<file path="src/rtl/sr_bank_if.sv">
// Target-word handshake between the sequencer (master) and sr_bank_driver (slave).
interface sr_bank_if #(
   parameter int WIDTH = 8
);
   logic             in_valid;
   logic [WIDTH-1:0] in_data;
   logic             in_ready;

   modport master (output in_valid, output in_data, input in_ready);
   modport slave  (input in_valid, input in_data, output in_ready);
endinterface

</file>
<file path="src/rtl/sr_bank_driver.sv">
// Converts target words into S/R excitation for an SR flip-flop bank and verifies Q.
// Optional feature macro SR_DRV_RETRY_EN: one retry of a failed check before flagging an error.
module sr_bank_driver #(
   parameter int WIDTH = 8
) (
   input  logic             clk,
   input  logic             RST,
   sr_bank_if.slave         bus,
   input  logic [WIDTH-1:0] q_fb,
   input  logic             err_clr,
   output logic [WIDTH-1:0] S_out,
   output logic [WIDTH-1:0] R_out,
   output logic             busy,
   output logic             done,
   output logic             err,
   output logic [WIDTH-1:0] err_bits
);

   typedef enum logic [1:0] {IDLE, APPLY, CHECK} state_t;

   state_t           state_q, state_d;
   logic [WIDTH-1:0] target_q, target_d;
   logic [WIDTH-1:0] s_q, s_d;
   logic [WIDTH-1:0] r_q, r_d;
   logic             done_q, done_d;
   logic             err_q, err_d;
   logic [WIDTH-1:0] err_bits_q, err_bits_d;
   logic [WIDTH-1:0] mism;
`ifdef SR_DRV_RETRY_EN
   logic             retry_q, retry_d;
`endif

   assign mism = q_fb ^ target_q;

   always_comb begin
      state_d    = state_q;
      target_d   = target_q;
      s_d        = '0;
      r_d        = '0;
      done_d     = 1'b0;
      err_d      = err_q;
      err_bits_d = err_bits_q;
`ifdef SR_DRV_RETRY_EN
      retry_d    = retry_q;
`endif
      if (err_clr) begin
         err_d      = 1'b0;
         err_bits_d = '0;
      end
      case (state_q)
         IDLE: begin
            if (bus.in_valid) begin
               // S and R are mutually exclusive per bit by construction.
               target_d = bus.in_data;
               s_d      = bus.in_data & ~q_fb;
               r_d      = ~bus.in_data & q_fb;
               state_d  = APPLY;
`ifdef SR_DRV_RETRY_EN
               retry_d  = 1'b0;
`endif
            end
         end
         APPLY: state_d = CHECK;
         CHECK: begin
            if (mism == '0) begin
               done_d  = 1'b1;
               state_d = IDLE;
            end
`ifdef SR_DRV_RETRY_EN
            else if (!retry_q) begin
               retry_d = 1'b1;
               s_d     = target_q & ~q_fb;
               r_d     = ~target_q & q_fb;
               state_d = APPLY;
            end
`endif
            else begin
               // A fresh error overrides a simultaneous clear.
               err_d      = 1'b1;
               err_bits_d = err_clr ? mism : (err_bits_q | mism);
               done_d     = 1'b1;
               state_d    = IDLE;
            end
         end
         default: state_d = IDLE;
      endcase
   end

   always_ff @(posedge clk or negedge RST) begin
      if (!RST) begin
         state_q    <= IDLE;
         s_q        <= '0;
         r_q        <= '0;
         done_q     <= 1'b0;
         err_q      <= 1'b0;
         err_bits_q <= '0;
`ifdef SR_DRV_RETRY_EN
         retry_q    <= 1'b0;
`endif
      end else begin
         state_q    <= state_d;
         s_q        <= s_d;
         r_q        <= r_d;
         done_q     <= done_d;
         err_q      <= err_d;
         err_bits_q <= err_bits_d;
`ifdef SR_DRV_RETRY_EN
         retry_q    <= retry_d;
`endif
      end
   end

   always_ff @(posedge clk) begin
      target_q <= target_d;
   end

   assign S_out        = s_q;
   assign R_out        = r_q;
   assign done         = done_q;
   assign err          = err_q;
   assign err_bits     = err_bits_q;
   assign busy         = (state_q != IDLE);
   assign bus.in_ready = (state_q == IDLE);

endmodule

</file>
<file path="src/flat_wrapper.sv">
// flat-port wrapper written by rule: the top's interface ports become plain ports
module sr_bank_driver_flat 
#(
   parameter int WIDTH = 8
)
  (clk, RST, q_fb, err_clr, S_out, R_out, busy, done, err, err_bits, bus_in_valid, bus_in_data, bus_in_ready);
  sr_bank_if #(.WIDTH(WIDTH)) bus_i ();
  input  logic clk;
  input  logic RST;
  input  logic [WIDTH-1:0] q_fb;
  input  logic err_clr;
  output logic [WIDTH-1:0] S_out;
  output logic [WIDTH-1:0] R_out;
  output logic busy;
  output logic done;
  output logic err;
  output logic [WIDTH-1:0] err_bits;
  input wire logic [$bits(bus_i.in_valid)-1:0] bus_in_valid;
  input wire logic [$bits(bus_i.in_data)-1:0] bus_in_data;
  output wire logic [$bits(bus_i.in_ready)-1:0] bus_in_ready;
  assign bus_i.in_valid = bus_in_valid;
  assign bus_i.in_data = bus_in_data;
  assign bus_in_ready = bus_i.in_ready;
  sr_bank_driver #(.WIDTH(WIDTH)) u_core (.clk(clk), .RST(RST), .bus(bus_i), .q_fb(q_fb), .err_clr(err_clr), .S_out(S_out), .R_out(R_out), .busy(busy), .done(done), .err(err), .err_bits(err_bits));
endmodule
</file>
<file path="config.mk">
export PLATFORM = sky130hd
export DESIGN_NAME = sr_bank_driver_flat
export DESIGN_NICKNAME = d
export VERILOG_FILES = /design/src/rtl/sr_bank_if.sv /design/src/rtl/sr_bank_driver.sv /design/src/flat_wrapper.sv
export SDC_FILE = /design/constraint.sdc
export NUM_CORES = 1
export LEC_CHECK = 0
export CORE_ASPECT_RATIO = 2
export CORE_MARGIN = 2
export CORE_UTILIZATION = 39
export DETAILED_ROUTE_END_ITERATION = 8
export PLACE_DENSITY = 0.76
export SLEW_MARGIN = 10
export SYNTH_ARGS = -nofsm -noshare
export SYNTH_HDL_FRONTEND = slang
export SYNTH_SLANG_ARGS = --single-unit
</file>
<file path="constraint.sdc">
create_clock -name clk -period 1.19 [get_ports clk]
set_input_delay 0.119 -clock clk [delete_from_list [all_inputs] [get_ports clk]]
set_output_delay 0.119 -clock clk [all_outputs]
set_load 0.005 [all_outputs]
</file>
==> results of run 1 <==
## stage by stage
stage	utilization, %	setup slack, ns	cell area, um^2
detailed placement	59.7	-0.137	1990
CTS	63.5	-0.0882	2120
global route	65.4	-0.124	2190
finish	65.4	-0.0848	2190
global placement	59.7	-0.142	1990
floorplan	-	-0.0238	1360
## registers in the layout, indices dropped and copies added (netlist names)
name,flops
u_core.R_out,8
u_core.S_out,8
u_core.done,1
u_core.err,1
u_core.err_bits,8
u_core.state_q,2
u_core.target_q,8
## report_power, final
part / leakage, nW / internal (mW) / switching [mW] / total (mW)
Clock: 0.0399 / 0.407 / 0.389 / 0.796
Combinational: 0.572 / 0.368 / 0.261 / 0.629
Sequential: 0.453 / 1.38 / 0.0551 / 1.43
Total: 1.07 / 2.15 / 0.705 / 2.86
## routing by layer
layer	wire length, um	part of all wire, %
met5	0	0
met3	155	5.3
met1	1040	36
met2	1690	58
met4	24	0.83
## layout make-up
| cell class | instances | area, um^2 | area share (%) |
|---|---|---|---|
| inverters | 13 | 52.6 | 2.40 |
| clock inverters | 1 | 3.75 | 0.172 |
| flip-flops and latches | 36 | 941 | 43.0 |
| multi-input cells | 40 | 434 | 19.9 |
| repair buffers | 70 | 638 | 29.2 |
| clock buffers | 7 | 76.3 | 3.49 |
| well taps | 32 | 40.0 | 1.83 |
## worst max-delay path, delay by kind of cell, from the launching register on
kind	cells	cell delay, ns
flip-flops	1	0.42
buffers and inverters	3	0.37
AND/OR/NAND/NOR	2	0.20
## logic make-up (layout without fill, tap and decap cells)
group | after synthesis | in the layout | share of synthesized area, %
and+or+nand+nor | 22 | 22 | 15.4
xor gates and xnor gates | 8 | 8 | 5.19
AOI/OAI and AO/OA | 10 | 10 | 4.45
buffers and inverters | 16 | 91 | 5.28
DFF | 36 | 36 | 69.7
## cell usage in the layout (no fill, tap or decap), drive strengths merged
cell type,count
buf,23
clkbuf,8
clkdlybuf4s15,1
clkdlybuf4s50,19
clkinv,1
clkinvlp,1
dfrtp,28
dlygate4sd2,26
edfxtp,8
inv,12
nand2,1
nand2b,1
nand4,2
nor2,1
nor2b,1
nor3b,16
o21ai,2
o22ai,8
xnor2,8
## worst paths after layout
kind / end / slack (ns) / cells after the start
hold reg to reg: u_core.err_bits[0] / 0.53 / 2
setup / recovery: u_core.target_q[7] / -0.08 / 5
min in group clk: u_core.R_out[3] / 0.44 / 2
max in group asynchronous: u_core.S_out[7] / 0.83 / 2
setup reg to reg: u_core.target_q[7] / -0.08 / 5
hold / removal: u_core.R_out[6] / 0.20 / 2
## what timing repair did
item | in CTS | in global routing
pin swaps | 7 | 4
gates resized for setup | 38 | 12
hold buffers | 0 | 0
setup endpoints to repair | 28 | 27
buffers inserted | 5 | 1
==> impl_results.md, run 1 <==
- Status: finished with violations
- Violated checks: setup timing
- Cell breakdown of the critical path: nor2_4 -> buf_6 -> buf_6 -> nand2_4 -> clkinvlp_4
- CTS root buf: clkbuf_8
- Skew final: 0.00651 ns
- Max Clock Freq: about 0.8 GHz
- # clock sinks: 36
- Post-synthesis net count: 112
- Worst slew margin: 79.1%
- Synthesis-to-finish area growth: 61.9%
- Hold WS: 0.196 ns
- Routed Antenna Nets: 0
- CP peak stage delay: 0.42 ns
- Num ports: 48
- Flops & latches, synth: 36
- Leading area contributor after synthesis: dfrtp_1
- Synth cell count leaders: dfrtp_1, inv_1
- Die outline height: 87.2 um
- PortBufs: 47
- Unrepaired setup endpoints after global routing: true
- DR vias/cell: 4.84
- Seq/Total Area, Yosys: 69.7%
- Fraction of layout cells with a size suffix above 1: 31.7%
- GPL Wtd Cong: between 0.7 and 0.8
- Max Transition Viols Final: 0
- Antenna diodes: 0
- Worst skew pair latency: approximately 0.28 ns
- Reg2reg start: u_core.state_q[0]
- Crit-path slowest cell: dfrtp_1
- Crit end category: flop
- Post-synth cell types: 16
- CP Launch Type: flop
- Synthesized cell area: approximately 1400 um^2
- Clk slew on worst S/H paths: ~0.06 ns
- Post-synth top flop: dfrtp_1
- Final Hold Vio Count: 0
- Synth top area share: 51.9%
- Total global-route track usage: 16.8%
- CP Class: flop to flop
- Rows: 30
- Drt drc: 0
- Most used cell along the critical path: buf_6
- Period utilization: 107%
- Synth area leaders: dfrtp_1, edfxtp_1, nor3b_2
- Leakage: 1.07 nW
- Clk buf depth: 2
- Ys async rst share: 77.8%
- Critical Path AT: 1.25 ns
- Routed length per placed instance: 14.6 um
- Post-DP HPWL: 2140 um
- DR pass1 iterations: 4
- Post-synth EDFFs: 8
- Fillers: 269
- Area of the core: 3340 um^2
- Avg Cell Area, Syn: 14.7 um^2
- Fin worst setup slack: -0.0848 ns
- Final critical-path required period: 1.27 ns
- Setup total negative slack: -1.15 ns
- Met2 Use GR: 29.3%
- Largest net degree at the start of global routing: 29
- YS warnings: 0
- Initial core utilization: approximately two fifths
- Most frequent cell after synthesis: dfrtp_1
- Cell count after synthesis: 92
- Horiz. Die Dim: 45.6 um
- CTS HTree Levels: 2
- DR iter-0 viols: 30
- Initial antenna violation count: 0
- Final net count: roughly 190
- Setup violators final: 25
- Fin cells: 199
- Power per Cell Area: 1310 nW/um^2
- CTS tree: built
- VDD IR max: 1.03 mV
- Vias in the first global route: 1037
- Worst min path class: primary input to asynchronous set/reset pin
- CP required: 1.17 ns
- TritonCTS Buffers: 5
- Total grt overflow: 0
- Vias: just under 1000
- First-pass GRT wire length: between 4000 and 5000 um
- Placed insts: 185
- M1 GR Usage: 16.6%
- CP startpoint: u_core.state_q[0]
- Maximum capacitance violations: 0
- Max Fanout on Critical Path: 8
- Final Power: 2.86 mW
- Die ar.: 3980 um^2
- Most Used Layer, Global Route: met2
- Tightest Pin Transition: between 0.3 and 0.4 ns
- Met3 usage: 6.43%
- Final WL: 2900 um
Note: power is estimated with default switching activity, not from simulation.
==> inputs of run 2 (changes only) <==
- CORE_ASPECT_RATIO: 2 -> not set
==> impl_results.md, run 2 (synthesis gave the netlist of run 1 again) <==
- Final WL: 2820 um (-3.0%)
- Largest delay share family, worst path: flip-flops
- Initial antenna violation count: 0 (unchanged)
- Most frequent cells in the layout: dfrtp_1, dlygate4sd2_1, clkdlybuf4s50_1
- Worst slew margin: 77.8% (-1.4 points)
- Fin cells: 205 (+3.0%)
- Tightest Pin Transition: 0.333 ns (+0.0203 ns)
- Most used cell along the critical path: buf_6
- DR iter-0 viols: 18 (-40%)
- CTS root buf: clkbuf_4
- Rows: 21 (-30%)
- CTS Hold Buffers Added: 0 (unchanged)
- Initial core utilization: 40.5% (+0.045 points)
- Post-route cell area: 2110 um^2 (-3.6%)
- Power per Cell Area: 1280 nW/um^2 (-1.9%)
- Num ports: 48 (unchanged)
- CP startpoint: u_core.state_q[0]
- Skew final: 0.0154 ns (+0.00893 ns)
- First-pass GRT wire length: 4580 um (-0.76%)
- Crit-path slowest cell: dfrtp_1
- Multi-input logic area: 413 um^2 (-4.9%)
- Antenna diodes: 0 (unchanged)
- Horiz. Die Dim: 62.8 um (+38%)
- Vias: 922 (-4.4%)
- Drt drc: 0 (unchanged)
- VDD IR max: 0.832 mV (-19%)
- Leakage: 1.01 nW (-5.1%)
- Routed Antenna Nets: 0 (unchanged)
- CP Launch Type: flop
- CTS tree: built
- Levels on crit path: 3 (-2)
- Reg2Reg Depth: 4 (-1)
- CTS HTree Levels: 2 (unchanged)
- Fin worst setup slack: -0.0245 ns (+0.0603 ns)
- Final Hold Vio Count: 0 (unchanged)
- Placed insts: 196 (+5.9%)
- Die outline height: 62.8 um (-28%)
- CP Class: flop to primary output
- Status: finished with violations
- # clock sinks: 36 (unchanged)
- Routed length per placed instance: 13.7 um (-5.8%)
- Placed cell area: 1980 um^2 (-0.88%)
- Clk slew on worst S/H paths: 0.11 ns (+0.05 ns)
- Synthesis-to-finish area growth: 56.1%
- Max Fanout on Critical Path: 2 (-6)
- Reg2reg start: u_core.state_q[0]
- Fillers: 284 (+5.6%)
- Final net count: 179 (-3.8%)
- Worst min path class: primary input to asynchronous set/reset pin
- PortBufs: 47 (unchanged)
- Maximum capacitance violations: 0 (unchanged)
- Vias in the first global route: 926 (-11%)
- DR vias/cell: 4.50 (-7.2%)
- Commonest non-fill, non-tap cell in the layout: dfrtp_1
- DR pass1 iterations: 4 (unchanged)
- CP required: 1.07 ns (-0.10 ns)
- Reg area: 941 um^2 (unchanged)
- Largest net degree at the start of global routing: 29 (unchanged)
- Max Transition Viols Final: 0 (unchanged)
- Violated checks: setup timing
- Worst r2r dst: u_core.target_q[3]
- Fraction of layout cells with a size suffix above 1: 29.6% (-2.2 points)
- Area of the core: 3340 um^2 (-0.11%)
- Cell breakdown of the critical path: nor2_4 -> buf_6 -> buf_6
- Clk buf depth: 2 (unchanged)
- Total global-route track usage: 15.9% (-0.88 points)
- TritonCTS Buffers: 5 (unchanged)
- Setup violators final: 7 (-72%)
- Unrepaired setup endpoints after global routing: true
- Total grt overflow: 0 (unchanged)
- Critical path buffers and inverters: 2 (-1)
- Crit path to: bus_in_ready
- Die ar.: 3950 um^2 (-0.72%)
- CP peak stage delay: 0.41 ns (about the same)
- Worst skew pair latency: 0.34 ns (+0.06 ns)
- Period utilization: 102% (-5.1 points)
- R2R setup slack: -0.02 ns (+0.06 ns)
- Crit end category: primary output
- Max Clock Freq: 0.823 GHz (+5.0%)
- Post-DP HPWL: 2070 um (-3.3%)
- Final critical-path required period: 1.21 ns (-0.0603 ns)
- GPL Wtd Cong: 0.780 (+4.1%)
- Critical Path AT: 1.10 ns (-0.15 ns)
## run 2: layout make-up
class / instances / area share (%)
clock buffer: 7 / 3.09
inverter: 13 / 2.49
multi-input combinational: 40 / 19.6
sequential: 36 / 44.7
tap: 46 / 2.73
timing repair buffer: 63 / 27.4
## run 2: timing repair
| item | 4_1_cts | 5_1_grt |
|---|---|---|
| setup buffers | 1 | 1 |
| setup endpoints to repair | 29 | 24 |
| gates resized for setup | 40 | 11 |
| pin swaps | 1 | 2 |
## run 2: how the worst min path moves through the flow
stage	from	endpoint	slack [ns]	depth (start not counted)
floorplan	RST	u_core.R_out[0]	-0.18	0
global placement	RST	u_core.S_out[6]	0.50	2
detailed placement	RST	u_core.err_bits[5]	0.50	2
CTS	RST	u_core.done	0.14	2
global route	RST	u_core.err_bits[7]	0.14	2
finish	RST	u_core.err_bits[1]	0.13	2
## run 2: report_power, final
part / total [mW] / internal (mW) / switching [mW]
registers: 1.42 / 1.37 / 0.0509
logic: 0.572 / 0.320 / 0.253
clock network: 0.704 / 0.335 / 0.369
total: 2.70 / 2.03 / 0.673
## run 2: routing by layer
| metal | GRT usage [%] | vias up | wire length [um] |
|---|---|---|---|
| li1 | - | 441 | - |
| met3 | 5.95 | 5 | 189 |
| met2 | 24.7 | 33 | 1440 |
| met5 | 0 | - | 0 |
| met4 | 7.50 | 0 | 60 |
| met1 | 19.7 | 443 | 1130 |
## run 2: stage by stage
step | setup slack [ns] | utilization [%] | power, mW | hold WS [ns] | setup TNS (ns)
floorplan | -0.0238 | - | 1.65 | -0.177 | -0.190
global placement | -0.122 | 59.2 | 2.01 | 0.498 | -0.234
detailed placement | -0.137 | 59.2 | 2.03 | 0.497 | -0.325
CTS | -0.0594 | 61.0 | 2.68 | 0.135 | -0.217
global route | -0.0627 | 63.1 | 2.82 | 0.138 | -0.583
finish | -0.0245 | 63.1 | 2.70 | 0.129 | -0.121
